**src/rtl/highscore_table.sv**
```systemverilog
// highscore_table: descending top-N score table filled by a scan/shift insertion FSM, with a registered read port.
// Optional live comparator port pair is compiled in when HIGHSCORE_LIVE_CMP_EN is defined.
module highscore_table #(
  parameter  int SCORE_W = 8,
  parameter  int DEPTH   = 4,
  localparam int IDX_W   = $clog2(DEPTH+1),
  localparam int ADDR_W  = $clog2(DEPTH)
) (
  input  logic               clk,
  input  logic               reset,
  input  logic               in_valid,
  input  logic [SCORE_W-1:0] in_score,
  output logic               in_ready,
  output logic               done,
  output logic               placed,
  output logic [IDX_W-1:0]   rank,
  output logic               new_record,
  output logic [SCORE_W-1:0] best_score,
  output logic [IDX_W-1:0]   count,
`ifdef HIGHSCORE_LIVE_CMP_EN
  input  logic [SCORE_W-1:0] live_score,
  output logic               live_beat,
`endif
  input  logic [ADDR_W-1:0]  rd_idx,
  output logic [SCORE_W-1:0] rd_score,
  output logic               rd_valid
);

  typedef enum logic [2:0] {IDLE, SCAN, SHIFT, WRITE, DONE} state_t;

  localparam logic [IDX_W-1:0]  DEPTH_I = IDX_W'(DEPTH);
  localparam logic [IDX_W-1:0]  LAST_I  = IDX_W'(DEPTH-1);
  localparam logic [ADDR_W-1:0] LAST_A  = ADDR_W'(DEPTH-1);

  state_t               state_q, state_d;
  logic [SCORE_W-1:0]   scoreTab_q [DEPTH];
  logic [IDX_W-1:0]     count_q;
  logic [SCORE_W-1:0]   pend_q;
  logic [ADDR_W-1:0]    scanIdx_q, ins_q, j_q;
  logic                 placed_q;
  logic [IDX_W-1:0]     rank_q;
  logic [SCORE_W-1:0]   rdScore_q;
  logic                 rdValid_q;

  logic                 scanHit;
  logic [ADDR_W-1:0]    shiftStart, jDec;
  logic [SCORE_W-1:0]   rdMux;

  // A slot is taken at the first vacancy or the first strictly smaller entry, so ties rank below older scores.
  assign scanHit    = (IDX_W'(scanIdx_q) == count_q) || (pend_q > scoreTab_q[scanIdx_q]);
  assign shiftStart = (count_q >= LAST_I) ? LAST_A : count_q[ADDR_W-1:0];
  assign jDec       = j_q - ADDR_W'(1);

  always_ff @(posedge clk) begin
    if (reset) state_q <= IDLE;
    else       state_q <= state_d;
  end

  always_comb begin
    state_d    = state_q;
    in_ready   = 1'b0;
    done       = 1'b0;
    new_record = 1'b0;
    case (state_q)
      IDLE: begin
        in_ready = 1'b1;
        if (in_valid) state_d = SCAN;
      end
      SCAN: begin
        if (scanHit)                  state_d = (shiftStart == scanIdx_q) ? WRITE : SHIFT;
        else if (scanIdx_q == LAST_A) state_d = DONE;
      end
      SHIFT: begin
        if (jDec == ins_q) state_d = WRITE;
      end
      WRITE: state_d = DONE;
      DONE: begin
        done       = 1'b1;
        new_record = placed_q && (rank_q == '0);
        state_d    = IDLE;
      end
      default: state_d = IDLE;
    endcase
  end

  always_comb begin
    rdMux = '0;
    for (int i = 0; i < DEPTH; i++)
      if (rd_idx == ADDR_W'(i)) rdMux = scoreTab_q[i];
  end

  // Each SHIFT cycle moves one entry down; the entry pushed past the bottom is lost.
  always_ff @(posedge clk) begin
    if (reset) begin
      for (int i = 0; i < DEPTH; i++) scoreTab_q[i] <= '0;
      count_q   <= '0;
      pend_q    <= '0;
      scanIdx_q <= '0;
      ins_q     <= '0;
      j_q       <= '0;
      placed_q  <= 1'b0;
      rank_q    <= '0;
      rdScore_q <= '0;
      rdValid_q <= 1'b0;
    end else begin
      rdScore_q <= rdMux;
      rdValid_q <= (IDX_W'(rd_idx) < count_q);
      case (state_q)
        IDLE: begin
          if (in_valid) begin
            pend_q    <= in_score;
            scanIdx_q <= '0;
          end
        end
        SCAN: begin
          if (scanHit) begin
            ins_q <= scanIdx_q;
            j_q   <= shiftStart;
          end else if (scanIdx_q == LAST_A) begin
            placed_q <= 1'b0;
            rank_q   <= DEPTH_I;
          end else begin
            scanIdx_q <= scanIdx_q + ADDR_W'(1);
          end
        end
        SHIFT: begin
          scoreTab_q[j_q] <= scoreTab_q[jDec];
          j_q             <= jDec;
        end
        WRITE: begin
          scoreTab_q[ins_q] <= pend_q;
          count_q           <= (count_q == DEPTH_I) ? count_q : count_q + IDX_W'(1);
          placed_q          <= 1'b1;
          rank_q            <= IDX_W'(ins_q);
        end
        default: ;
      endcase
    end
  end

`ifdef HIGHSCORE_LIVE_CMP_EN
  logic liveBeat_q;

  always_ff @(posedge clk) begin
    if (reset) liveBeat_q <= 1'b0;
    else       liveBeat_q <= (live_score > scoreTab_q[0]) || ((count_q == '0) && (live_score != '0));
  end

  assign live_beat = liveBeat_q;
`endif

  assign placed     = placed_q;
  assign rank       = rank_q;
  assign best_score = scoreTab_q[0];
  assign count      = count_q;
  assign rd_score   = rdScore_q;
  assign rd_valid   = rdValid_q;

endmodule

```
**config.mk**
```make
export PLATFORM = sky130hd
export DESIGN_NAME = highscore_table
export DESIGN_NICKNAME = d
export VERILOG_FILES = /design/src/rtl/highscore_table.sv
export SDC_FILE = /design/constraint.sdc
export NUM_CORES = 1
export LEC_CHECK = 0
export ABC_AREA = 1
export CAP_MARGIN = 20
export CORE_ASPECT_RATIO = 0.8
export CORE_MARGIN = 1.5
export CORE_UTILIZATION = 50
export DETAILED_ROUTE_END_ITERATION = 16
export PLACE_DENSITY = 0.72
export SETUP_SLACK_MARGIN = 0.02
export SLEW_MARGIN = 20
export SYNTH_ARGS = -nofsm -noshare
export SYNTH_HDL_FRONTEND = slang
export SYNTH_SLANG_ARGS = --single-unit
```
**constraint.sdc**
```tcl
create_clock -name clk -period 2.7 [get_ports clk]
set_clock_uncertainty 0.1 [all_clocks]
set_input_delay 0.54 -clock clk [delete_from_list [all_inputs] [get_ports clk]]
set_output_delay 0.54 -clock clk [all_outputs]
set_load 0.02 [all_outputs]
```
==> summary.md <==
| Metric | Value |
|---|---|
| Post-synth top cells | nand2_1, inv_1, a21oi_1 |
| Synthesized flop and latch total | 67 |
| Total vias in the final route | 3,276 |
| CP Class | flop to output pin |
| Run status | completed |
| Slew Limit Headroom | a little under three fifths |
| Peak VDD IR | just under 0.0006 V |
| DRC | 0 |
| # setup viols final | 0 |
| Fin nets | 514 |
| Worst R2R Setup Slack | around 210 ps |
| Critical Path Start Type | flop |
| Final Routed Wirelength | about 9.7 mm |
| Lkg Pwr | between 1.5 and 2 nW |
| Routed WL per cell | 16.7 um |
| Setup TNS | 0 ps |
| Cells after DPL | around 560 |
| Max Clk Rate | between 400 and 500 MHz |
| Layout fillers | a little under 600 |
| Final period util | about 92% |
| First-pass detailed-route iteration total | 7 |
| Crit path cell chain | inv_1, nor3_1, and3_1, clkdlybuf4s50_1 |
| Die Wd | 97.3 um |
| Yosys top cell by area | edfxtp_1 |
| Post-Syn Instances | about 440 |
| Crit-path max FO | 4 |
| Crit path max-delay cell type | clkdlybuf4s50_1 |
| Num CTS Buffers | 9 |
| Slew @ Worst Pin | 647 ps |
| Placement Setup Slack | roughly 80 ps |
| First DRT Iteration DRCs | 334 |
| EDFF count, synth | 32 |
| Share of cells above drive strength 1 | between 10% and 20% |
| Detail Route Antenna Nets | 0 |
| Vias in the first global route | 2,854 |
| Postcts setup bufs | 0 |
| Final hold vios | 0 |
| Max-cap viol count | 0 |
| Worst Setup End Kind | output pin |
| Clock sink count | 67 |
| CP max stage delay | around 600 ps |
| Hold_buf cts | 0 |
| Post-placement cell area | roughly 4100 um2 |
| Boundary Pins | 40 |
| Total die area | roughly 7600 um2 |
| Pwr/cell area | 904 nW/um2 |
| First-pass GRT wire length | roughly 15 mm |
| Post-synth top area share | 27.0% |
| Area contributors post-synth | edfxtp_1, dfxtp_1, nand2_1 |
| Critical Path AT | approximately 1900 ps |
| CP Data Required Time | between 2000 and 2500 ps |
| Clk root buf | clkbuf_8 |
| Diode count | 0 |
| Syn_nets | about 470 |
| Global route total overflow | 0 |
| Initial antenna violation count | 0 |
| GPL Wtd Cong | between 0.9 and 1 |
| Synth Flop Type | dfxtp_1 |
| Syn. warnings | 0 |
| Final Instance Area | approximately 4300 um2 |
| Unrepaired setup endpoints after global routing | false |
| Die Y | a little under 80 um |
| CTS tree | done |
| CTS max path bufs | 2 |
| Hpwl dp | 7.19 mm |
| Htree depth | 3 |
| Post-synthesis cell type count | 35 |
| CTS clk-pin slew, worst paths | 80 ps |
| Crit Reg-Reg Endpoint | rank[0]$_SDFFE_PP0P_ |
| Largest net degree at the start of global routing | 21 |
| Final WS setup | around 210 ps |
| Final min period | around 2500 ps |
| Synthesized area | approximately 3600 um2 |
| Total track usage | around a quarter |
| Ys async rst share | 0% |
| Hold Crit Class | flop to flop |
| Worst hold stages | 2 |
| FF-to-FF path depth | 14 |
| Hold Crit Endpoint | rank[2]$_SDFFE_PP0P_ |
| P&R area growth vs syn | 21.1% |
| # rows | 27 |
| Initial Utilization | about half |
| Multi-input combinational cell area | 1560 um2 |
| Register area share after synthesis | between 40% and 50% |
| Clock latency on the worst-skew pair | approximately 360 ps |
| Worst Min Path Start | rank[2]$_SDFFE_PP0P_ |
| Most frequent cell after synthesis | nand2_1 |
| Core Box Area | approximately 6900 um2 |
| Flip-flop and latch area | 1670 um2 |
| Vias per inst | between 5 and 6 |
| Slew Viols, Final | 0 |
| Port Buf Inserts | 39 |
| Post-route insts no fill | 580 |
| Syn_area_per_cell | a little over 8 um2 |
==> layout by cell type (no fill, tap or decap), types with 2 or more instances in the layout <==
cell and n:
o21ai_0 25, a211oi_1 2, nand3_1 17, nand4_1 2, xnor2_1 2, dfxtp_1 34, o22ai_1 8, xor2_1 3
inv_1 62, o21ai_1 3, o211ai_1 10, a22oi_1 8, inv_2 16, nand2_2 4, o221ai_1 9, clkbuf_8 9
edfxtp_1 32, ha_1 13, nor2_2 2, clkdlybuf4s50_1 39, buf_4 8, nand2_4 2, nor3_1 2, inv_6 2
nor2_1 30, nor2_4 2, clkinv_4 2, a21oi_1 49, nand2_1 82
==> logic make-up after synthesis <==
family	share of synthesized area, %
adder cells (fa/ha/maj)	4.57
XOR/XNOR	1.23
buffers and inverters	9.64
AND/OR/NAND/NOR	17.9
AO/OA/AOI/OAI	20.0
flip-flops	46.7
==> area by class of cell <==
type                            count  share of cell area, %
Inverter                           80                   7.03
Clock inverter                      7                   1.95
Tap cell                           87                   2.53
Clock buffer                        9                   2.88
Timing Repair Buffer               48                   10.7
Sequential cell                    67                   38.7
Multi-Input combinational cell    282                   36.2
==> how the worst max path moves through the flow <==
| stage | endpoint | from | slack, ps | depth (start not counted) |
|---|---|---|---|---|
| floorplan | j_q[0]$_SDFFE_PP0P_ | flop | 320 | 16 |
| global placement | scoreTab_q[0][7]$_SDFFCE_PN0P_ | reset | 140 | 7 |
| detailed placement | rank[0]$_SDFFE_PP0P_ | flop | 80 | 14 |
| CTS | rank[0]$_SDFFE_PP0P_ | flop | 90 | 14 |
| global route | j_q[1]$_SDFFE_PP0P_ | flop | 30 | 15 |
| finish | new_record | state_q[2]$_SDFFE_PP0P_ | 210 | 4 |
==> what timing repair did <==
action	in CTS	in global routing
gates resized for setup	1	4
pin swaps	0	0
cloned	0	0
setup endpoints to repair	6	14
==> sequential cells by signal, summed over array words and instances (netlist names), named ones only <==
register / cells
rd_valid: 1
j_q: 2
scanIdx_q: 2
ins_q: 2
rank: 3
count: 3
rd_score: 8
pend_q: 8
scoreTab_q: 32
placed: 1
state_q: 3
==> power by group <==
group          leakage [nW]  internal (mW)  total [mW]  switching [mW]
Clock                 0.102          0.442       0.890           0.448
Combinational          1.18          0.536        1.55            1.02
Sequential            0.618           1.27        1.45           0.177
Total                  1.90           2.25        3.89            1.64
==> per-layer routing <==
metal	GRT usage, %	vias up	part of all wire [%]
met2	35.1	152	40
li1	-	1581	-
met3	8.73	10	8.8
met1	40.1	1533	50
met4	7.00	0	0.86
met5	0	-	0
==> critical path: cells and delay by family (launching register included) <==
kind,cells,cell delay (ps)
simple gates,2,440
flops,1,380
buf+inv,2,670
==> metrics by stage <==
step	power, mW	hold slack (ps)	utilization [%]
global placement	2.92	360	59.3
detailed placement	2.94	370	59.3
floorplan	2.44	350	-
CTS	3.84	382	62.3
finish	3.89	385	62.5
global route	4.12	406	62.5
No activity file was read; power rests on OpenSTA's default activity.
